===== src/rtl/defines_pkg.sv =====
// -----------------------------------------------------------------------------
// defines_pkg
// Shared definitions for the SPU decode stage:
//   - word / halfword widths and the instruction field positions
//   - the Opcodes enum (11-bit opcode space, RI16 immediate loads)
//   - execution pipe encoding and the registered decoded bundle struct
// -----------------------------------------------------------------------------
package defines_pkg;

  localparam int WORD      = 32;
  localparam int HALFWORD  = 16;
  localparam int OPCODE_W  = 11;
  localparam int NUM_PIPES = 2;
  localparam int PIPE_W    = $clog2(NUM_PIPES);

  // Field positions use the Verilog bit order of the fetched word, where
  // bit 31 is SPU bit 0.
  localparam int OP_FIELD_HI = 31;
  localparam int OP_FIELD_LO = 23;
  localparam int IMM16_HI    = 22;
  localparam int IMM16_LO    = 7;
  localparam int RT_W        = 7;

  localparam int PIPE_EVEN = 0;
  localparam int PIPE_ODD  = 1;

  // RI16 opcodes are 9 bits wide; they sit zero-extended in the 11-bit space.
  typedef enum logic [OPCODE_W-1:0] {
    IMMEDIATE_LOAD_HALFWORD_UPPER = 11'b000_1000_0010,
    IMMEDIATE_LOAD_HALFWORD       = 11'b000_1000_0011
  } Opcodes;

  typedef struct packed {
    logic [OPCODE_W-1:0] opcode;
    logic [RT_W-1:0]     rt;
    logic [HALFWORD-1:0] imm16;
    logic [PIPE_W-1:0]   pipe;
    logic                illegal;
  } decoded_instr_t;

endpackage


===== src/rtl/spu_instr_fifo.sv =====
// -----------------------------------------------------------------------------
// spu_instr_fifo
// Synchronous instruction FIFO with wrap-bit pointers and a synchronous flush.
// Ports:
//   clk, rst_n     clock, asynchronous active-low reset
//   flush          empties the FIFO next cycle; drops a coincident push/pop
//   push, wdata    write request and data (ignored when full unless popping)
//   pop            read request (ignored when empty)
//   rdata          head entry (valid when !empty)
//   full, empty    occupancy flags
// -----------------------------------------------------------------------------
module spu_instr_fifo
  import defines_pkg::*;
#(
  parameter int DEPTH = 2,
  parameter int WIDTH = WORD
) (
  input  logic             clk,
  input  logic             rst_n,
  input  logic             flush,
  input  logic             push,
  input  logic [WIDTH-1:0] wdata,
  input  logic             pop,
  output logic [WIDTH-1:0] rdata,
  output logic             full,
  output logic             empty
);

  localparam int AW = $clog2(DEPTH);

  logic [AW:0]      wr_ptr;
  logic [AW:0]      rd_ptr;
  logic [WIDTH-1:0] mem [DEPTH];
  logic             do_push;
  logic             do_pop;

  // Extra MSB distinguishes full from empty when the index bits match.
  assign empty = (wr_ptr == rd_ptr);
  assign full  = (wr_ptr[AW] != rd_ptr[AW]) && (wr_ptr[AW-1:0] == rd_ptr[AW-1:0]);
  assign rdata = mem[rd_ptr[AW-1:0]];

  // A pop frees the slot in the same cycle, so push-while-full is fine then.
  assign do_push = push && (!full || pop) && !flush;
  assign do_pop  = pop && !empty && !flush;

  always_ff @(posedge clk or negedge rst_n) begin
    if (!rst_n) begin
      wr_ptr <= '0;
      rd_ptr <= '0;
    end else if (flush) begin
      wr_ptr <= '0;
      rd_ptr <= '0;
    end else begin
      // NOTE: non-blocking assignments so both pointers update from the
      // pre-edge values regardless of statement order.
      if (do_push) wr_ptr <= wr_ptr + 1'b1;
      if (do_pop)  rd_ptr <= rd_ptr + 1'b1;
    end
  end

  // NOTE: storage has no reset; the pointers alone define which entries are
  // meaningful, and leaving the array unreset lets it map onto plain RAM.
  always_ff @(posedge clk) begin
    if (do_push) mem[wr_ptr[AW-1:0]] <= wdata;
  end

endmodule


===== src/rtl/spu_decode.sv =====
// -----------------------------------------------------------------------------
// spu_decode
// Decode stage ahead of the SPU execution pipes. Fetched words are buffered in
// a small FIFO; the head is decoded combinationally (RI16 ILH / ILHU) and
// loaded into a registered bundle presented over valid/ready.
// When the FIFO is empty and the output register is free, an incoming word is
// decoded straight into the output register, giving one-cycle latency.
// Ports:
//   clk, rst_n        clock, asynchronous active-low reset
//   flush             drop all buffered and staged instructions
//   in_valid/in_ready fetch handshake (in_ready = !full)
//   in_instr          raw instruction word
//   out_valid/out_ready  issue handshake
//   out_opcode, out_rt, out_imm16, out_pipe, out_illegal  decoded bundle
// Optional (macro SPU_DECODE_STATS_EN):
//   stat_decoded, stat_illegal  saturating transfer counters
// -----------------------------------------------------------------------------
module spu_decode
  import defines_pkg::*;
#(
  parameter int DEPTH = 2
) (
  input  logic                clk,
  input  logic                rst_n,
  input  logic                flush,
  input  logic                in_valid,
  output logic                in_ready,
  input  logic [WORD-1:0]     in_instr,
  output logic                out_valid,
  input  logic                out_ready,
  output logic [OPCODE_W-1:0] out_opcode,
  output logic [RT_W-1:0]     out_rt,
  output logic [HALFWORD-1:0] out_imm16,
  output logic [PIPE_W-1:0]   out_pipe,
  output logic                out_illegal
`ifdef SPU_DECODE_STATS_EN
  ,
  output logic [31:0]         stat_decoded,
  output logic [31:0]         stat_illegal
`endif
);

  logic            fifo_full;
  logic            fifo_empty;
  logic [WORD-1:0] fifo_head;
  logic            fifo_push;
  logic            fifo_pop;
  logic            accept;
  logic            take;
  logic            load;
  logic [WORD-1:0] src_word;
  logic [OPCODE_W-1:0] key;
  decoded_instr_t  dec;
  decoded_instr_t  out_q;

  assign in_ready = !fifo_full;
  assign accept   = in_valid && in_ready;
  // Output register can take a new bundle when empty or being drained.
  assign take     = !out_valid || out_ready;

  // Words bypass the FIFO only when it is empty, so order is preserved.
  assign fifo_push = accept && !(fifo_empty && take);
  assign fifo_pop  = take && !fifo_empty;
  assign load      = take && (!fifo_empty || accept) && !flush;
  assign src_word  = fifo_empty ? in_instr : fifo_head;

  spu_instr_fifo #(
    .DEPTH (DEPTH),
    .WIDTH (WORD)
  ) u_fifo (
    .clk   (clk),
    .rst_n (rst_n),
    .flush (flush),
    .push  (fifo_push),
    .wdata (in_instr),
    .pop   (fifo_pop),
    .rdata (fifo_head),
    .full  (fifo_full),
    .empty (fifo_empty)
  );

  assign key = {2'b00, src_word[OP_FIELD_HI:OP_FIELD_LO]};

  always_comb begin
    // NOTE: every field gets a default first so no path can infer a latch.
    dec         = '0;
    dec.rt      = src_word[RT_W-1:0];
    dec.imm16   = src_word[IMM16_HI:IMM16_LO];
    dec.pipe    = PIPE_W'(PIPE_EVEN);
    dec.illegal = 1'b1;
    if (key == IMMEDIATE_LOAD_HALFWORD || key == IMMEDIATE_LOAD_HALFWORD_UPPER) begin
      dec.opcode  = key;
      dec.illegal = 1'b0;
    end
  end

  always_ff @(posedge clk or negedge rst_n) begin
    if (!rst_n) begin
      out_valid <= 1'b0;
      out_q     <= '0;
    end else if (flush) begin
      out_valid <= 1'b0;
    end else if (load) begin
      out_valid <= 1'b1;
      out_q     <= dec;
    end else if (out_ready) begin
      out_valid <= 1'b0;
    end
  end

  assign out_opcode  = out_q.opcode;
  assign out_rt      = out_q.rt;
  assign out_imm16   = out_q.imm16;
  assign out_pipe    = out_q.pipe;
  assign out_illegal = out_q.illegal;

`ifdef SPU_DECODE_STATS_EN
  logic fire;
  assign fire = out_valid && out_ready;

  // Counters survive flush; only reset clears them.
  always_ff @(posedge clk or negedge rst_n) begin
    if (!rst_n) begin
      stat_decoded <= '0;
      stat_illegal <= '0;
    end else begin
      if (fire && (stat_decoded != '1)) stat_decoded <= stat_decoded + 1'b1;
      if (fire && out_q.illegal && (stat_illegal != '1)) stat_illegal <= stat_illegal + 1'b1;
    end
  end
`endif

endmodule


===== config.mk =====
export PLATFORM = sky130hd
export DESIGN_NAME = spu_decode
export DESIGN_NICKNAME = d
export VERILOG_FILES = /design/src/rtl/defines_pkg.sv /design/src/rtl/spu_instr_fifo.sv /design/src/rtl/spu_decode.sv
export SDC_FILE = /design/constraint.sdc
export NUM_CORES = 1
export LEC_CHECK = 0
export ABC_AREA = 1
export ABC_CLOCK_PERIOD_IN_PS = 4190
export BUFFER_PORTS_ARGS = -buffer_cell sky130_fd_sc_hd__buf_2
export CORE_MARGIN = 2
export CORE_UTILIZATION = 30
export DETAILED_ROUTE_END_ITERATION = 8
export PLACE_DENSITY_LB_ADDON = 0.2
export REMOVE_ABC_BUFFERS = 1
export SKIP_LAST_GASP = 1
export SLEW_MARGIN = 20
export SYNTH_ARGS = -nofsm -noshare
export SYNTH_HDL_FRONTEND = slang
export SYNTH_SLANG_ARGS = --single-unit
export TNS_END_PERCENT = 5

===== constraint.sdc =====
create_clock -name clk -period 4.19 [get_ports clk]
set_clock_uncertainty 0.2 [all_clocks]
set_input_delay 0.419 -clock clk [delete_from_list [all_inputs] [get_ports clk]]
set_output_delay 0.419 -clock clk [all_outputs]
set_load 0.05 [all_outputs]

==> results.json <==
{
  "slew_headroom_pct": 40.27,
  "ys_seq_area_share_pct": 69.18,
  "clk_pin_slew_ps": 70,
  "ios": 75,
  "routed_via_density": 4.367,
  "cts_root_buf": "clkbuf_16",
  "totalWireLength_um": 8556,
  "final_cell_mix": "buf_2 (71), edfxtp_1 (64), nand2_1 (60)",
  "cp-start-kind": "flip-flop",
  "die_x_um": 121.7,
  "synthFlopType": "edfxtp_1",
  "dr.pass1.iters": 4,
  "drv_cap": 0,
  "start_util_pct": 30.99,
  "power_density_nw_per_um2": 755.8,
  "status": "finished clean",
  "cts_setup_buffers": 0,
  "setup_tns_ps": 0,
  "synth.yosys.warnings": 0,
  "postPlaceCellArea_um2": 4648,
  "hold_viol": 0,
  "seq_area_um2": 2873,
  "final_layout_size_suffix_gt1_share_pct": 24.22,
  "clock_latency_ps": 340,
  "die-area_um2": 14800,
  "rsz0062_at_grt": "no",
  "syn_area_um2": 4153,
  "period_needed_ps": 3209,
  "final_common_cell": "buf_2",
  "total_leakage_power_nw": 2.082,
  "track_usage_pct": 12.33,
  "ys_types": 27,
  "final_util_pct": 37.05,
  "worstMarginPinSlew_ps": 895.9,
  "min_path_type": "input pin to async pin",
  "area_growth_pct": 19.55,
  "fin_nets": 482,
  "r2r_start": "u_fifo.rd_ptr[0]",
  "wl_per_cell_um": 13.67,
  "grt.overflow.total": 0,
  "syn_inst": 376,
  "rows": 42,
  "htreeDepth": 3,
  "syn_area_per_cell_um2": 11.04,
  "path_max_fanout": 58,
  "finalInstanceArea_um2": 4965,
  "fillers": 1342,
  "ys_ff_latch": 102,
  "cts-hold-fix-buffers": 0,
  "numPortBuffers": 71,
  "drc": 0,
  "cts_tree": "built",
  "cts_resized": 0,
  "setup_viol_count_final": 0,
  "crit_type": "flip-flop to flip-flop",
  "clock_sinks": 102,
  "synth_edf_count": 64,
  "ctsLongestPathBuffers": 2,
  "required_ps": 4010,
  "die_h_um": 121.7,
  "cp.arrival_ps": 3030,
  "drt_iter0_markers": 222,
  "grt_max_degree": 59,
  "drv_slew": 0,
  "finalCritPeriodShare_pct": 76.58,
  "diodes": 0,
  "grt_pass1_vias": 2743,
  "grt_pass1_wl_um": 14010,
  "antenna_found_initial": 0,
  "core_um2": 13400,
  "multi_input_area_um2": 1069,
  "ir_drop_mv": 0.2867,
  "fmaxAchievable_ghz": 0.3117,
  "cts_buffers": 9,
  "hpwl_um": 5716,
  "gp_congestion": 0.7015,
  "antenna_left": 0,
  "cp-end-kind": "flip-flop",
  "vias": 2734,
  "synth-async-reset-ratio_pct": 37.25,
  "startpoint": "u_fifo.rd_ptr[0]"
}
==> cell usage after synthesis, drive strengths merged (3+ instances only) <==
cell	n	area (µm²)
a21oi	3	15.01
inv	23	86.33
o21ai	79	406.7
dfrtp	38	950.9
clkbuf	3	12.51
edfxtp	64	1922
nor2	61	239.0
buf	18	125.1
nand2	66	272.8
nand3b	3	22.52
or2	3	18.77
nand3	10	50.05
==> through the flow <==
step | setup slack, ps | power [W] | hold WS (ps) | cells
5_1_grt | 625.6 | 0.004037 | 71.43 | 626
3_5_place_dp | 927.3 | 0.002931 | 270.0 | 610
6_report | 981.4 | 0.003753 | 10.54 | 626
2_1_floorplan | -1013 | 0.002516 | -76.59 | 357
4_1_cts | 886.7 | 0.003817 | 40.74 | 626
3_3_place_gp | 1005 | 0.002916 | 267.5 | 610
==> power by group <==
group / switching (W) / internal (W)
sequential: 0.000104 / 0.00130
clock: 0.000352 / 0.000522
combinational: 0.00111 / 0.000359
==> final timing paths <==
check / slack, ps / cells past startpoint / endpoint
min reg2reg: 280 / 2 / out_imm16[10]
max reg2reg: 980 / 9 / u_fifo.mem[0][30]
max in group asynchronous: 3230 / 1 / out_rt[4]
min in group clk: 80 / 2 / out_valid
max: 980 / 9 / u_fifo.mem[0][30]
min: 10 / 1 / out_valid
==> per-layer routing <==
metal	wire length (µm)	track usage, %
met3	394	3.090
met5	0	0
met4	99	4.095
met1	3997	16.32
met2	4064	19.91
==> kinds of logic (layout without fill, tap and decap cells) <==
kind of cell | after synthesis | after routing | share of synthesized area, %
AO/OA/AOI/OAI | 83 | 83 | 10.33
XOR/XNOR | 1 | 1 | 0.2109
buffers and inverters | 44 | 116 | 5.393
flip-flops | 102 | 102 | 69.18
other | 1 | 3 | 0.09030
AND/OR/NAND/NOR | 145 | 145 | 14.79
==> area by class of cell <==
class	count	share of cell area [%]
Multi-Input combinational cell	232	21.52
Sequential cell	102	57.86
Clock inverter	6	1.764
Inverter	23	1.739
Timing Repair Buffer	77	8.065
Tap cell	176	4.435
Clock buffer	10	4.612
==> worst max-delay path, stage by stage, from the launching register on <==
cell and delay (ps):
dfrtp_1 730, inv_1 140, nand2_2 110, nand2_4 80, nand2_4 410, nor2_2 60, nor2_2 170, nand3_1 100
inv_1 480, buf_4 370
==> sequential cells by signal, indices dropped and copies added, names as in the netlist <==
signal / flops
u_fifo.mem: 64
out_imm16: 16
out_opcode: 9
out_rt: 7
u_fifo.rd_ptr: 2
u_fifo.wr_ptr: 2
out_illegal: 1
out_valid: 1
Power figures use the tool's default switching activity.
